### src/rtl/sram_bank_sched_pkg.sv
// Shared types and default geometry for the Bennett-clocked SRAM bank scheduler.
package sram_bank_sched_pkg;

  localparam int DEF_PHASES = 5;
  localparam int DEF_AW     = 5;
  localparam int DEF_DW     = 16;

  typedef enum logic [1:0] {
    IDLE,
    SETUP,
    EVAL,
    HOLD
  } sched_state_e;

  typedef enum logic {
    OP_RD,
    OP_WR
  } op_e;

endpackage

### src/rtl/sram_sched_rr_arb.sv
// Two-requester round-robin arbiter; req[0] is the reader, req[1] the writer.
module sram_sched_rr_arb (
  input  logic       clk,
  input  logic       reset,
  input  logic [1:0] req,
  input  logic       advance,
  output logic [1:0] grant
);

  // Index of the requester granted most recently; 0 after reset so the writer wins first.
  logic last_grant;

  always_comb begin
    grant = 2'b00;
    case (req)
      2'b01:   grant = 2'b01;
      2'b10:   grant = 2'b10;
      2'b11:   grant = last_grant ? 2'b01 : 2'b10;
      default: grant = 2'b00;
    endcase
  end

  always_ff @(posedge clk) begin
    if (reset) begin
      last_grant <= 1'b0;
    end else if (advance && (grant != 2'b00)) begin
      last_grant <= grant[1];
    end
  end

endmodule

### src/rtl/sram_bank_sched.sv
// Schedules one read or write per instruction window onto an SRAM bank using a
// SETUP / EVAL / HOLD sequence sized by the Bennett clock phase count.
module sram_bank_sched
  import sram_bank_sched_pkg::*;
#(
  parameter int PHASES = DEF_PHASES,
  parameter int AW     = DEF_AW,
  parameter int DW     = DEF_DW
) (
  input  logic          clk,
  input  logic          reset,
  input  logic          instFlag,
  input  logic          rd_req,
  input  logic [AW-1:0] rd_addr_a,
  input  logic [AW-1:0] rd_addr_b,
  output logic          rd_ready,
  output logic          rd_valid,
  output logic [DW-1:0] rd_data_a,
  output logic [DW-1:0] rd_data_b,
  input  logic          wr_req,
  input  logic [AW-1:0] wr_addr,
  input  logic [DW-1:0] wr_data,
  output logic          wr_ready,
  output logic [AW-1:0] bank_addr_a,
  output logic [AW-1:0] bank_addr_b,
  output logic [DW-1:0] bank_in,
  output logic          bank_read_en,
  output logic          bank_write_en,
  output logic          bank_regwrt_bar,
  input  logic [DW-1:0] bank_out_a,
  input  logic [DW-1:0] bank_out_b,
  output logic          busy
);

  localparam int CW = $clog2(PHASES + 1);

  sched_state_e  state, state_nxt;
  logic [CW-1:0] phase_cnt;
  logic          last_phase;
  logic          inst_prev;
  logic          inst_rise;
  logic          launch;
  logic [1:0]    grant;

  op_e           lat_op;
  logic [AW-1:0] lat_addr_a;
  logic [AW-1:0] lat_addr_b;
  logic [DW-1:0] lat_data;

  assign inst_rise  = instFlag & ~inst_prev;
  assign launch     = (state == IDLE) & inst_rise & (rd_req | wr_req) & ~reset;
  assign last_phase = (phase_cnt == CW'(PHASES - 1));

  sram_sched_rr_arb u_arb (
    .clk     (clk),
    .reset   (reset),
    .req     ({wr_req, rd_req}),
    .advance (launch),
    .grant   (grant)
  );

  // Ready is a same-cycle handshake: it exists only in the launch cycle.
  assign rd_ready = launch & grant[0];
  assign wr_ready = launch & grant[1];
  assign busy     = (state != IDLE);

  // NOTE: every output of this block gets a default first, so no path leaves one unassigned and no latch is inferred.
  always_comb begin
    state_nxt = state;
    case (state)
      IDLE:    if (launch) state_nxt = SETUP;
      SETUP:   state_nxt = EVAL;
      EVAL:    if (last_phase) state_nxt = HOLD;
      HOLD:    if (last_phase) state_nxt = IDLE;
      default: state_nxt = IDLE;
    endcase
  end

  // NOTE: sequential state uses non-blocking assignments so all registers see pre-edge values.
  always_ff @(posedge clk) begin
    if (reset) begin
      state      <= IDLE;
      phase_cnt  <= '0;
      inst_prev  <= 1'b0;
      lat_op     <= OP_RD;
      lat_addr_a <= '0;
      lat_addr_b <= '0;
      lat_data   <= '0;
      rd_valid   <= 1'b0;
      rd_data_a  <= '0;
      rd_data_b  <= '0;
    end else begin
      state     <= state_nxt;
      inst_prev <= instFlag;

      if (state_nxt != state) begin
        phase_cnt <= '0;
      end else if (state == EVAL || state == HOLD) begin
        phase_cnt <= phase_cnt + CW'(1);
      end

      if (launch) begin
        if (grant[1]) begin
          lat_op     <= OP_WR;
          lat_addr_a <= wr_addr;
          lat_addr_b <= '0;
          lat_data   <= wr_data;
        end else begin
          lat_op     <= OP_RD;
          lat_addr_a <= rd_addr_a;
          lat_addr_b <= rd_addr_b;
          lat_data   <= '0;
        end
      end

      // Capture on the last EVAL cycle so rd_valid lands on the first HOLD cycle.
      rd_valid <= (state == EVAL) && last_phase && (lat_op == OP_RD);
      if ((state == EVAL) && last_phase && (lat_op == OP_RD)) begin
        rd_data_a <= bank_out_a;
        rd_data_b <= bank_out_b;
      end
    end
  end

  always_comb begin
    bank_addr_a     = '0;
    bank_addr_b     = '0;
    bank_in         = '0;
    bank_read_en    = 1'b0;
    bank_write_en   = 1'b0;
    bank_regwrt_bar = 1'b1;
    if (state != IDLE) begin
      bank_addr_a = lat_addr_a;
      bank_addr_b = lat_addr_b;
      bank_in     = lat_data;
      if (state == EVAL) begin
        bank_read_en    = (lat_op == OP_RD);
        bank_write_en   = (lat_op == OP_WR);
        bank_regwrt_bar = (lat_op != OP_WR);
      end
    end
  end

endmodule

### config.mk
export PLATFORM = sky130hd
export DESIGN_NAME = sram_bank_sched
export DESIGN_NICKNAME = d
export VERILOG_FILES = /design/src/rtl/sram_bank_sched_pkg.sv /design/src/rtl/sram_sched_rr_arb.sv /design/src/rtl/sram_bank_sched.sv
export SDC_FILE = /design/constraint.sdc
export NUM_CORES = 1
export LEC_CHECK = 0
export ABC_AREA = 0
export BUFFER_PORTS_ARGS = -buffer_cell sky130_fd_sc_hd__buf_4
export CAP_MARGIN = 20
export CORE_ASPECT_RATIO = 1.4
export CORE_MARGIN = 4
export CORE_UTILIZATION = 46
export DETAILED_ROUTE_END_ITERATION = 10
export GPL_ROUTABILITY_DRIVEN = 0
export GPL_TIMING_DRIVEN = 0
export PLACE_DENSITY = 0.77
export SLEW_MARGIN = 25
export SYNTH_ARGS = -nofsm -noshare
export SYNTH_HDL_FRONTEND = slang
export SYNTH_SLANG_ARGS = --single-unit
### constraint.sdc
create_clock -name clk -period 2.21 [get_ports clk]
set_input_delay 0.1105 -clock clk [delete_from_list [all_inputs] [get_ports clk]]
set_output_delay 0.1105 -clock clk [all_outputs]
set_load 0.005 [all_outputs]
Word level (Yosys, flattened, before mapping). Cells that the tools add are included.

Add/sub/neg operators: 1. Equal/unequal tests: 8. Muxes and demuxes: 19. Bitwise logic cells: 10. Reduce and logical (&&, ||, !) cells: 8.

Operator list (number): $mux W16 (2); $mux W5 (4); $eq A2 B2 Y1 const B (4); $mux W2 (4); $pmux W2 S4 (1); $mux W1 (7); $and A1 B1 Y1 (6); $pmux W2 S3 (1); $eq A2 B1 Y1 const B (2); $reduce_bool A2 Y1 (2); $add A3 B1 Y3 const B (1); $eq A3 B3 Y1 const B (1); $logic_and A1 B1 Y1 (3); $not A1 Y1 (3); $logic_not A2 Y1 (1); $ne A2 B2 Y1 (1); $reduce_or A2 Y1 (1); $logic_or A1 B1 Y1 (1); $or A1 B1 Y1 (1).

Bits in registers: 67. Bits of input ports: 68. Output and inout port bits: 65. Logic and storage cells: 57.

Longest topological paths before layout.
Word-level depth: 9. Depth in mapped cells: 8. Depth with buffers taken out: 6.

Hierarchy. Synthesis repeated with hierarchy kept, for this count alone.

Cell total of the unflattened synthesis: 341. Area total of the unflattened synthesis: 3276.9 um2.

By module, submodules not included: sram_bank_sched (instances 1, cells an instance 334, area each 3211.8 um2, seq. area each 1321.3 um2); sram_sched_rr_arb (instances 1, cells an instance 7, area each 65.1 um2, seq. area each 20.0 um2).

Worst setup path before layout. No wires, ideal clock.

Path type: register -> output. Start: register state[1]. End: output port rd_ready. Arrival time: 1.499 ns. Required time: 2.099 ns. Path slack: 0.601 ns. Stages on the path, launching flop included: 8. Buffers on the path: 3. Path through: dfxtp_1 buf_6 nor2_4 inv_2 or4_1 buf_2 buf_2 nor3_1.

Word-level cells in the longest chain between the ends: 5.

Ends and longest elaborated chain: start: declaration (line sram_bank_sched.sv:37) `sched_state_e state, state_nxt;`; start signal: assignment (line sram_bank_sched.sv:93) `state <= state_nxt;`; $logic_not A2 Y1 (line sram_bank_sched.sv:51) `assign launch = (state == IDLE) & inst_rise & (rd_req | wr_req) & ~reset;`; $and A1 B1 Y1 (3 in series) (line sram_bank_sched.sv:51); $and A1 B1 Y1 (line sram_bank_sched.sv:63) `assign rd_ready = launch & grant[0];`; end: declaration (line sram_bank_sched.sv:16) `output logic rd_ready,`.

No other way between the ends.

Worst setup path after layout.
Start: register state[1]. End: output port wr_ready.

Word-level cells in the longest chain between the ends: 5.

Ends and longest elaborated chain: $logic_not A2 Y1 (line sram_bank_sched.sv:51); $and A1 B1 Y1 (3 in series) (line sram_bank_sched.sv:51); $and A1 B1 Y1 (line sram_bank_sched.sv:64) `assign wr_ready = launch & grant[1];`; end: declaration (line sram_bank_sched.sv:23) `output logic wr_ready,`.

No other way between the ends.

==> impl_summary.txt <==
----------------------------------------------------
[Run status]
  Run status ... finished clean

[Flow run]
  Number of max-cap violations ... 0

[Power and ir drop]
  Leakage power ... 0.00172 uW
  Total power draw ... 2790 uW
  PD cells ... 691 nW/um^2
  Share of power burned in combinational logic ... 10.4%
  Pint ... 2160 uW
  Worst IR Drop VDD ... 0.000608 V
  Share of total power in sequential cells ... 44.8%
  Proportion of power drawn by the clock network ... 44.8%
  Switch Pwr ... 629 uW
  Switching part of the total power ... 22.5%

[Logic synthesis]
  Seq/Total Area, Yosys ... 49.3%
  Main combinational cell family by area after synthesis ... simple AND/OR/NAND/NOR gates
  Leading post-synthesis cells by cell area ... dfxtp_1, nand2_1, a21oi_1
  Post-synth top area cell ... dfxtp_1
  Syn. warnings ... 0
  Cell count after synthesis ... 346
  Summed instance area of the synthesized netlist ... 2720 um^2
  Unique masters post-synth ... 26
  Fraction of synthesized cell area in xor and xnor cells ... 0.322%
  Proportion of synthesized area in mux cells ... 0%
  Area share of and/or/nand/nor cells after synthesis ... 29.6%
  Avg Inst Size Synth ... 7.86 um^2
  Syn nets ... 416
  Synth Area in Compound Gates ... 13.7%
  Number of synthesized register bits ... 67
  Top cell type's share of synthesized area ... 49.3%
  Adder-cell share of the synthesized area ... 0.920%

[CTS]
  Number of buffers created by CTS ... 9
  Clock root cell ... clkbuf_8
  CTS tree ... done
  Htree depth ... 3
  Clock insertion delay at the later pin of the skew report ... 340 ps
  Clock Sink Count ... 67
  Clock slew at reported path FFs ... 80 ps
  Clock Tree Buf Depth ... 2

[STA]
  Post-route clock period utilization ... 92.5%
  Worst slew margin ... 61.8%
  Final hold vios ... 0
  Transition time of the tightest slew-check pin ... 573 ps
  Achievable frequency ... 489 MHz
  Final count of negative-setup-slack endpoints ... 0
  Minimum clock period after layout ... 2040 ps
  Setup repair after global routing missed its margin ... false
  Worst setup skew after layout ... 10.6 ps
  Setup total negative slack ... 0 ps
  Number of max-slew violations in the final report ... 0

[Worst setup path]
  Data arrival time at the worst-slack endpoint ... 1930 ps
  Cell class contributing the biggest share of worst-path delay ... simple AND/OR/NAND/NOR gates
  Crit end category ... output port
  Slowest-stage cell, CP ... or4_1
  Crit start category ... flop
  Kind of critical path ... flop to output port
  Peak fanout along the critical path ... 16
  CP max stage delay ... 450 ps
  Required time of the critical path ... 2100 ps
  Number of buffer and inverter instances along the worst setup path ... 4
  FF-to-FF setup slack ... 430 ps
  Cells traversed along the worst timing path ... buf_6, nor2_4, inv_2, or4_1, buf_2, nor3_2, buf_4

[Detailed routing]
  Starting DRC count in detailed routing ... 162
  DR pass1 iterations ... 4
  Wire per inst ... 13.1 um
  Final wirelength ... 7330 um
  Detailed-route via count ... 2761
  ANT nets after route ... 0
  Vias per cell ... 4.93
  Residual DRC count ... 0

[GRT]
  Global routing met1 resource utilization ... 23.3%
  Met2 track demand over resource in global routing ... 35.0%
  Via count of the first global-routing pass ... 2680
  GRT Max-Usage Layer ... met2
  GRT Overall Usage ... 20.8%
  Grt ovf ... 0
  Maximum number of pins on one net before global-route repair ... 13
  Number of antenna violations at the first check in global routing ... 0
  Wire length of the first global-routing pass ... 12000 um
  Met3 GRT Util ... 8.27%

[Floorplanning]
  Cell row count ... 32
  Placeable core region ... 5610 um^2
  Number of top-level design ports ... 133
  Initial standard-cell utilization of the core ... 48.5%
  Horizontal die dimension ... 73.0 um
  Die boundary height ... 99.0 um
  Die Area ... 7220 um^2

[Final layout]
  Multi-input gate area ... 1220 um^2
  Number of nets in the final layout ... 557
  Fraction of layout cells with a size suffix above 1 ... 33.5%
  Post-synthesis to final-layout area growth ... 48.7%
  Final Cell Area ... 4040 um^2
  Area of all sequential standard cells ... 1340 um^2
  Total of fill cells in the finished design ... 487
  Ant diodes ... 0

[Placed design]
  Hpwl dp ... 5750 um
  Placed Instance Area ... 3790 um^2
  Port bufs ... 131

[Min path]
  Type of the tightest min-delay check ... input port to flop

----------------------------------------------------
## cells by family after synthesis
logic type,Yosys count
fa+ha+maj,2
buf+inv,34
simple gates,176
flops,67
xor+xnor,1
compound gates,66
## final timing paths
check | cells past startpoint | end | startpoint
worst max-delay path | 7 | wr_ready | state[1]
worst min-delay path | 3 | rd_data_a[15] | bank_out_a[15]
worst max register to register | 8 | lat_data[8] | state[1]
worst min register to register | 2 | lat_data[15] | lat_data[15]
## layout make-up
class | count | area share (%)
Timing Repair Buffer | 131 | 24.3
Inverter | 5 | 0.464
Clock buffer | 10 | 3.40
Tap cell | 68 | 2.10
Sequential cell | 67 | 33.2
Clock inverter | 6 | 2.79
Buffer | 28 | 3.50
Multi-Input combinational cell | 245 | 30.2
## registers in the layout, summed over array words and instances, names as in the netlist
register and flops:
lat_data 16, lat_op 1, lat_addr_a 5, u_arb.last_grant 1, lat_addr_b 5, inst_prev 1
rd_data_b 16, rd_valid 1, state 2, phase_cnt 3, rd_data_a 16
## metal layers
metal / wire length (um) / vias up
li1: - / 1412
met1: 2890 / 1225
met2: 3490 / 115
met3: 845 / 9
met4: 95 / 0
met5: 0 / -
## tightest hold or removal path, delay by kind of cell
family          cells  cell delay [ps]
buf+inv             1              110
compound gates      1               50
simple gates        1               40
## cell usage in the layout (no fill, tap or decap), drive strengths merged
master / netlist / layout
a311oi: 5 / 5
a32oi: 1 / 1
clkbuf: 18 / 28
nor3: 3 / 3
nor3b: 1 / 1
clkinvlp: 0 / 3
and2: 27 / 27
nand3: 23 / 23
a21oi: 58 / 58
bufinv: 0 / 3
nor4: 1 / 1
and3b: 1 / 1
xnor2: 1 / 1
dfxtp: 67 / 67
nor2: 13 / 13
o31a: 1 / 1
ha: 2 / 2
or4: 1 / 1
inv: 5 / 5
o32ai: 1 / 1
buf: 11 / 141
and3: 1 / 1
nand2: 105 / 105
## stage by stage
stage	cells	util, %	setup WS (ps)	hold slack [ps]
after floorplan	346	-	601	246
after detailed placement	545	67.6	344	366
after global placement	545	67.6	356	358
after global routing	560	72.1	16.6	0.798
final	560	72.1	165	11.9
after CTS	561	72.2	31.1	0.764
## cells in the mapped netlist
cell type	n
a21oi_1	58
a311oi_1	3
a311oi_2	2
a32oi_1	1
and2_1	27
and3_1	1
and3b_1	1
buf_2	6
buf_4	2
buf_6	3
clkbuf_1	18
dfxtp_1	67
ha_1	2
inv_1	4
inv_2	1
nand2_1	105
nand3_1	23
nor2_1	12
nor2_4	1
nor3_1	3
nor3b_2	1
nor4_4	1
o31a_1	1
o32ai_1	1
or4_1	1
xnor2_1	1
## power groups by stage
stage / clock network (uW) / registers [uW] / logic [uW]
global placement: 0 / 1280 / 289
floorplan: 0 / 1280 / 145
CTS: 1270 / 1250 / 294
global route: 1320 / 1250 / 322
finish: 1250 / 1250 / 290
detailed placement: 0 / 1280 / 292
## what timing repair did
| item | CTS | global route |
|---|---|---|
| endpoints found under the setup margin | 2 | 2 |
| hold buffers | 0 | 0 |
| hold endpoints to repair | 0 | 0 |
| gates resized for setup | 2 | 0 |
| setup buffers | 0 | 0 |
Note: power is estimated with default switching activity, not from simulation.
